[src/rtl/sd_sector_loader.sv]
// Boot-time bus master: copies consecutive 512-byte SD sectors into RAM through the
// SD register interface while holding the CPU off the bus.
module sd_sector_loader #(
  parameter int            TW             = 24,
  parameter logic [TW-1:0] TIMEOUT_CYCLES = 24'd4000000
) (
  input  logic        clk_i,
  input  logic        rst_n_i,
  input  logic        start_i,
  input  logic [31:0] sector_base_i,
  input  logic [7:0]  sector_count_i,
  input  logic [15:0] mem_base_i,
  output logic        sd_cs_o,
  output logic        sd_rw_n_o,
  output logic [7:0]  sd_addr_o,
  output logic [7:0]  sd_wdata_o,
  input  logic [7:0]  sd_rdata_i,
  output logic [15:0] mem_addr_o,
  output logic [7:0]  mem_data_o,
  output logic        mem_we_o,
  output logic        busy_o,
  output logic        cpu_hold_o,
  output logic        done_o,
  output logic        error_o
);

  typedef enum logic [3:0] {
    S_IDLE,
    S_CLR_DONE,
    S_SET_ADDR,
    S_WAIT_IDLE,
    S_START_RD,
    S_POLL_DONE,
    S_SET_PAGE,
    S_READ_BUF,
    S_NEXT,
    S_FINISH,
    S_ERROR
  } state_t;

  localparam logic [7:0]    REG_STATUS = 8'h04;
  localparam logic [7:0]    REG_CMD    = 8'h05;
  localparam logic [7:0]    REG_PAGE   = 8'h07;
  localparam logic [7:0]    REG_DONE   = 8'h0a;
  localparam logic [TW-1:0] TMO_LAST   = TIMEOUT_CYCLES - TW'(1);

  // The state names the access currently on the bus; each edge consumes that
  // access's result and registers the next access onto the bus outputs.
  state_t        state;
  logic [31:0]   sec;
  logic [7:0]    cnt;
  logic [15:0]   mem_ptr;
  logic [1:0]    page;
  logic [6:0]    idx;
  logic [TW-1:0] tmo;
  logic          done_pend;

  logic [1:0] nxt_byte;
  assign nxt_byte   = idx[1:0] + 2'd1;
  assign cpu_hold_o = busy_o;

  always_ff @(posedge clk_i or negedge rst_n_i) begin
    // NOTE: every register here, including datapath, is async-reset so an abort
    // mid-load leaves no stale bus or RAM strobe behind.
    if (!rst_n_i) begin
      state      <= S_IDLE;
      sec        <= '0;
      cnt        <= '0;
      mem_ptr    <= '0;
      page       <= '0;
      idx        <= '0;
      tmo        <= '0;
      done_pend  <= 1'b0;
      sd_cs_o    <= 1'b0;
      sd_rw_n_o  <= 1'b1;
      sd_addr_o  <= '0;
      sd_wdata_o <= '0;
      mem_addr_o <= '0;
      mem_data_o <= '0;
      mem_we_o   <= 1'b0;
      busy_o     <= 1'b0;
      done_o     <= 1'b0;
      error_o    <= 1'b0;
    end else begin
      // NOTE: defaults first, all non-blocking: the bus returns to idle and
      // mem_we_o drops unless the branch below schedules another access.
      sd_cs_o    <= 1'b0;
      sd_rw_n_o  <= 1'b1;
      sd_addr_o  <= '0;
      sd_wdata_o <= '0;
      mem_we_o   <= 1'b0;

      case (state)
        S_IDLE: begin
          if (done_pend) begin
            done_o    <= 1'b1;
            done_pend <= 1'b0;
          end
          if (start_i) begin
            sec     <= sector_base_i;
            cnt     <= sector_count_i;
            mem_ptr <= mem_base_i;
            done_o  <= 1'b0;
            error_o <= 1'b0;
            if (sector_count_i == 8'd0) begin
              done_pend <= 1'b1;
            end else begin
              busy_o    <= 1'b1;
              state     <= S_CLR_DONE;
              sd_cs_o   <= 1'b1;
              sd_addr_o <= REG_DONE;
            end
          end
        end

        S_CLR_DONE: begin
          state      <= S_SET_ADDR;
          idx        <= '0;
          sd_cs_o    <= 1'b1;
          sd_rw_n_o  <= 1'b0;
          sd_addr_o  <= 8'h00;
          sd_wdata_o <= sec[7:0];
        end

        S_SET_ADDR: begin
          sd_cs_o <= 1'b1;
          if (idx[1:0] != 2'd3) begin
            idx        <= idx + 7'd1;
            sd_rw_n_o  <= 1'b0;
            sd_addr_o  <= {6'b0, nxt_byte};
            sd_wdata_o <= sec[{nxt_byte, 3'b000} +: 8];
          end else begin
            state     <= S_WAIT_IDLE;
            tmo       <= '0;
            sd_addr_o <= REG_STATUS;
          end
        end

        S_WAIT_IDLE: begin
          if (!sd_rdata_i[0]) begin
            state     <= S_START_RD;
            sd_cs_o   <= 1'b1;
            sd_rw_n_o <= 1'b0;
            sd_addr_o <= REG_CMD;
          end else if (tmo == TMO_LAST) begin
            state <= S_ERROR;
          end else begin
            tmo       <= tmo + TW'(1);
            sd_cs_o   <= 1'b1;
            sd_addr_o <= REG_STATUS;
          end
        end

        S_START_RD: begin
          state     <= S_POLL_DONE;
          tmo       <= '0;
          sd_cs_o   <= 1'b1;
          sd_addr_o <= REG_DONE;
        end

        S_POLL_DONE: begin
          if (sd_rdata_i[0]) begin
            state     <= S_SET_PAGE;
            page      <= '0;
            sd_cs_o   <= 1'b1;
            sd_rw_n_o <= 1'b0;
            sd_addr_o <= REG_PAGE;
          end else if (tmo == TMO_LAST) begin
            state <= S_ERROR;
          end else begin
            tmo       <= tmo + TW'(1);
            sd_cs_o   <= 1'b1;
            sd_addr_o <= REG_DONE;
          end
        end

        S_SET_PAGE: begin
          state     <= S_READ_BUF;
          idx       <= '0;
          sd_cs_o   <= 1'b1;
          sd_addr_o <= 8'h80;
        end

        S_READ_BUF: begin
          // The byte read this cycle is written to RAM during the next one.
          mem_we_o   <= 1'b1;
          mem_data_o <= sd_rdata_i;
          mem_addr_o <= mem_ptr;
          mem_ptr    <= mem_ptr + 16'd1;
          if (idx != 7'd127) begin
            idx       <= idx + 7'd1;
            sd_cs_o   <= 1'b1;
            sd_addr_o <= {1'b1, idx + 7'd1};
          end else if (page != 2'd3) begin
            page       <= page + 2'd1;
            state      <= S_SET_PAGE;
            sd_cs_o    <= 1'b1;
            sd_rw_n_o  <= 1'b0;
            sd_addr_o  <= REG_PAGE;
            sd_wdata_o <= {6'b0, page + 2'd1};
          end else begin
            state <= S_NEXT;
          end
        end

        S_NEXT: begin
          sec <= sec + 32'd1;
          cnt <= cnt - 8'd1;
          if (cnt == 8'd1) begin
            state <= S_FINISH;
          end else begin
            state     <= S_CLR_DONE;
            sd_cs_o   <= 1'b1;
            sd_addr_o <= REG_DONE;
          end
        end

        S_FINISH: begin
          busy_o <= 1'b0;
          done_o <= 1'b1;
          state  <= S_IDLE;
        end

        S_ERROR: begin
          busy_o  <= 1'b0;
          error_o <= 1'b1;
          state   <= S_IDLE;
        end

        default: state <= S_IDLE;
      endcase
    end
  end

endmodule

[config.mk]
export PLATFORM = sky130hd
export DESIGN_NAME = sd_sector_loader
export DESIGN_NICKNAME = d
export VERILOG_FILES = /design/src/rtl/sd_sector_loader.sv
export SDC_FILE = /design/constraint.sdc
export NUM_CORES = 1
export LEC_CHECK = 0
export ABC_CLOCK_PERIOD_IN_PS = 3900
export BUFFER_PORTS_ARGS = -buffer_cell sky130_fd_sc_hd__buf_2
export CORE_ASPECT_RATIO = 1.1
export CORE_MARGIN = 2
export CORE_UTILIZATION = 35
export CTS_CLUSTER_DIAMETER = 80
export CTS_CLUSTER_SIZE = 10
export DETAILED_ROUTE_END_ITERATION = 12
export GPL_TIMING_DRIVEN = 1
export HOLD_SLACK_MARGIN = 0.1
export PLACE_DENSITY = 0.53
export SLEW_MARGIN = 20
export SYNTH_ARGS = -nofsm -noshare
export SYNTH_HDL_FRONTEND = slang
export SYNTH_SLANG_ARGS = --single-unit
[constraint.sdc]
create_clock -name clk_i -period 3.9 [get_ports clk_i]
set_input_delay 0.195 -clock clk_i [delete_from_list [all_inputs] [get_ports clk_i]]
set_output_delay 0.195 -clock clk_i [all_outputs]
set_load 0.05 [all_outputs]
==> results.cfg <==
[detailed_routing]
vias_per_cell = 5.380
first_pass_iters = 5
drc = 0
antenna_left = 0
wl_per_cell_um = 16.70
wl_um = 22080
dr_total_vias = 7113
drt_iter0_markers = 465

[logic_synthesis]
synth_common_cells = nand2_1, dfrtp_1, nor2_1
synth_area_um2 = 7639
synth_top_cell_area_share_pct = 45.54
seq_area_frac_synth_pct = 45.88
synth_edf_count = 0
ys.flop_type = dfrtp_1
synth_nets = 938
synthTopCellsByArea = dfrtp_1, nand2_1, a21oi_1, nor2_1, o21ai_0
yosysWarnings = 0
syn-mean-instance-area_um2 = 8.841
synth_area_leader_cell = dfrtp_1
yosysMostFrequentCell = nand2_1
synth_async_sr_flop_share_pct = 100.0
ys_types = 64
netlist_instances = 864
synth_seq_cells = 140

[sta]
setup_viol = 0
setup_slack_ps = 1217
hold_violations = 0
hold_slack_ps = 132.9
period_needed_ps = 2683
fmax_mhz = 372.7
setup_tns_ps = 0
worst_pin_slew_ps = 1005
skew_ps = 10.55
slew_headroom_pct = 33.03
slew_violations = 0
rsz0062_at_grt = no
period_share_pct = 68.79

[layout]
drive_gt1_share_pct = 17.54
area_delta_synth_final_pct = 26.03
finalNonFillerCells = 1322
insertedDiodeCount = 0
nNetsFinal = 1093

[placed_design]
port_buffers = 113
detailedPlacementHpwl_um = 14900
gp_congestion = 0.8264
pre_cts_ws_ps = 1249
dp_cells = 1230

[die]
rows = 56
io_pins = 114
die-area_um2 = 23020
core-area_um2 = 21370
chipWidth_um = 144.9
start_util_pct = 35.74
die_y_um = 158.9

[grt]
grt_pass1_wl_um = 36340
grt_max_degree = 94
grtUsageTotal_pct = 19.77
grt_pass1_vias = 6736
grt-ovfl-total = 0
antenna_found_initial = 0

[pwr]
cellPowerDensity_nw_per_um2 = 777.0
power_w = 0.007480
p_int_w = 0.003994
comb_power_share_pct = 45.0
leakagePower_nw = 4.205
p_sw_share_pct = 46.60
clkPwrFrac_pct = 20.6
p_sw_w = 0.003486
power_frac_seq_pct = 34.4
ir_drop_v = 0.0002876

[worst_setup_path]
crit_family = simple AND/OR/NAND/NOR gates
crit_path_start_kind = register
regToRegStartpoint = state[1]
crit_type = register to register
critPathCaptureType = register
crit_path_start = state[1]
slowest_delay_ps = 630
crit_fanout = 40
cpMaxStageDelayCell = or4_1
required_ps = 4250
cp_cell_sequence = or3b_1, a41o_1, a21o_1, or4_1, a21oi_1
ff2ff_setup_slack_ps = 1220
cp_num_buf_inv = 0
cp.arrival_ps = 3030

[clocking]
cts_tree = done
htree_levels = 4
cts_resized = 0
root_buffer = clkbuf_16
numCtsBuffers = 17
cts_num_sinks = 140
worstSkewPairLatency_ps = 430
clk_pin_slew_ps = 70
cts_buffer_depth = 2

[min_path]
hold_class = primary input to register
worstHoldStart = sector_base_i[30]

[outcome]
outcome = finished clean

[flow_run]
drv_cap = 0
## registers in the layout (all words and copies together), names as in the netlist, 2 cells and up
name        cells
sec            32
tmo            24
mem_addr_o     16
mem_ptr        16
cnt             8
mem_data_o      8
sd_addr_o       8
sd_wdata_o      8
idx             7
state           4
page            2
## metrics by stage
step / util, % / instance area, um2
6_report: 45.05 / 9627
5_1_grt: 45.05 / 9627
4_1_cts: 45.05 / 9627
3_5_place_dp: 39.64 / 8472
3_3_place_gp: 39.64 / 8472
2_1_floorplan: - / 7639
## worst register-to-register path, stage by stage, from the launching register on
cell	delay (ps)
dfrtp_1	590
or3b_1	480
a41o_1	240
a21o_1	500
or4_1	650
a21oi_1	150
## cell usage in the layout (no fill, tap or decap), types with 6 or more instances in the layout
cell type      Yosys  layout
a211oi_1          13      13
a21oi_1           57      57
a22o_1             7       7
a311oi_1           7       7
a31oi_1            9       9
and2_1             8       8
and3_1            18      18
and4_1             9       9
buf_2              6     112
buf_4              1      12
clkbuf_16          0      17
dfrtp_1          139     139
dlygate4sd3_1      0      60
ha_1               7       7
inv_1             17      17
mux4_2             8       8
nand2_1          157     156
nand2b_1           9       9
nand3_1           40      40
nand4_1           18      18
nor2_1            65      65
nor2b_1            6       6
nor3_1            22      22
nor4_1            13      13
o211ai_1          17      17
o21a_1             6       6
o21ai_0           47      47
o22ai_1           10      10
o31ai_1            7       7
or3_1             10      10
or4_1             15      15
## power groups by stage
stage | clock [W] | combinational (W) | sequential (W)
final | 0.00154 | 0.00336 | 0.00257
after global placement | 0 | 0.00332 | 0.00258
after CTS | 0.00158 | 0.00339 | 0.00256
after global routing | 0.00165 | 0.00371 | 0.00266
after floorplan | 0 | 0.00194 | 0.00305
after detailed placement | 0 | 0.00333 | 0.00258
## routing by layer
layer | track usage [%] | up-vias | routed length, um
met5 | 0 | - | 0
met4 | 4.810 | 0 | 244
met3 | 3.910 | 19 | 988
met2 | 31.02 | 183 | 10480
met1 | 28.08 | 3406 | 10360
li1 | - | 3505 | -
## final timing paths
| check | end | cells past startpoint |
|---|---|---|
| setup / recovery | tmo[17] | 5 |
| hold / removal | sec[30] | 3 |
| setup reg to reg | tmo[17] | 5 |
| hold reg to reg | mem_addr_o[11] | 2 |
| max in group asynchronous | sec[1] | 3 |
| min in group asynchronous | tmo[19] | 2 |
## cell families (layout without fill, tap and decap cells)
kind of cell / Yosys count / count (layout) / synth area share, %
AND/OR/NAND/NOR: 408 / 408 / 26.27
AO/OA/AOI/OAI: 219 / 219 / 18.80
multiplexers: 16 / 16 / 3.456
flip-flops: 140 / 140 / 45.88
adder cells (fa/ha/maj): 7 / 7 / 1.147
XOR/XNOR: 7 / 7 / 0.8026
buffers and inverters: 67 / 235 / 3.636
## timing repair
| item | CTS | global route |
|---|---|---|
| buffers inserted | 0 | 0 |
| hold buffers | 60 | 0 |
| endpoints found under the hold margin | 150 | 0 |
| endpoints found under the setup margin | 0 | 0 |
## area by class of cell
cell class | count | area [um2]
inverter | 17 | 63.81
fill | 2115 | 11740
clock buffer | 17 | 425.4
tap | 290 | 362.8
clock inverter | 15 | 128.9
sequential | 140 | 3505
multi-input combinational | 657 | 3859
timing repair buffer | 186 | 1282
No activity file was read; power rests on OpenSTA's default activity.
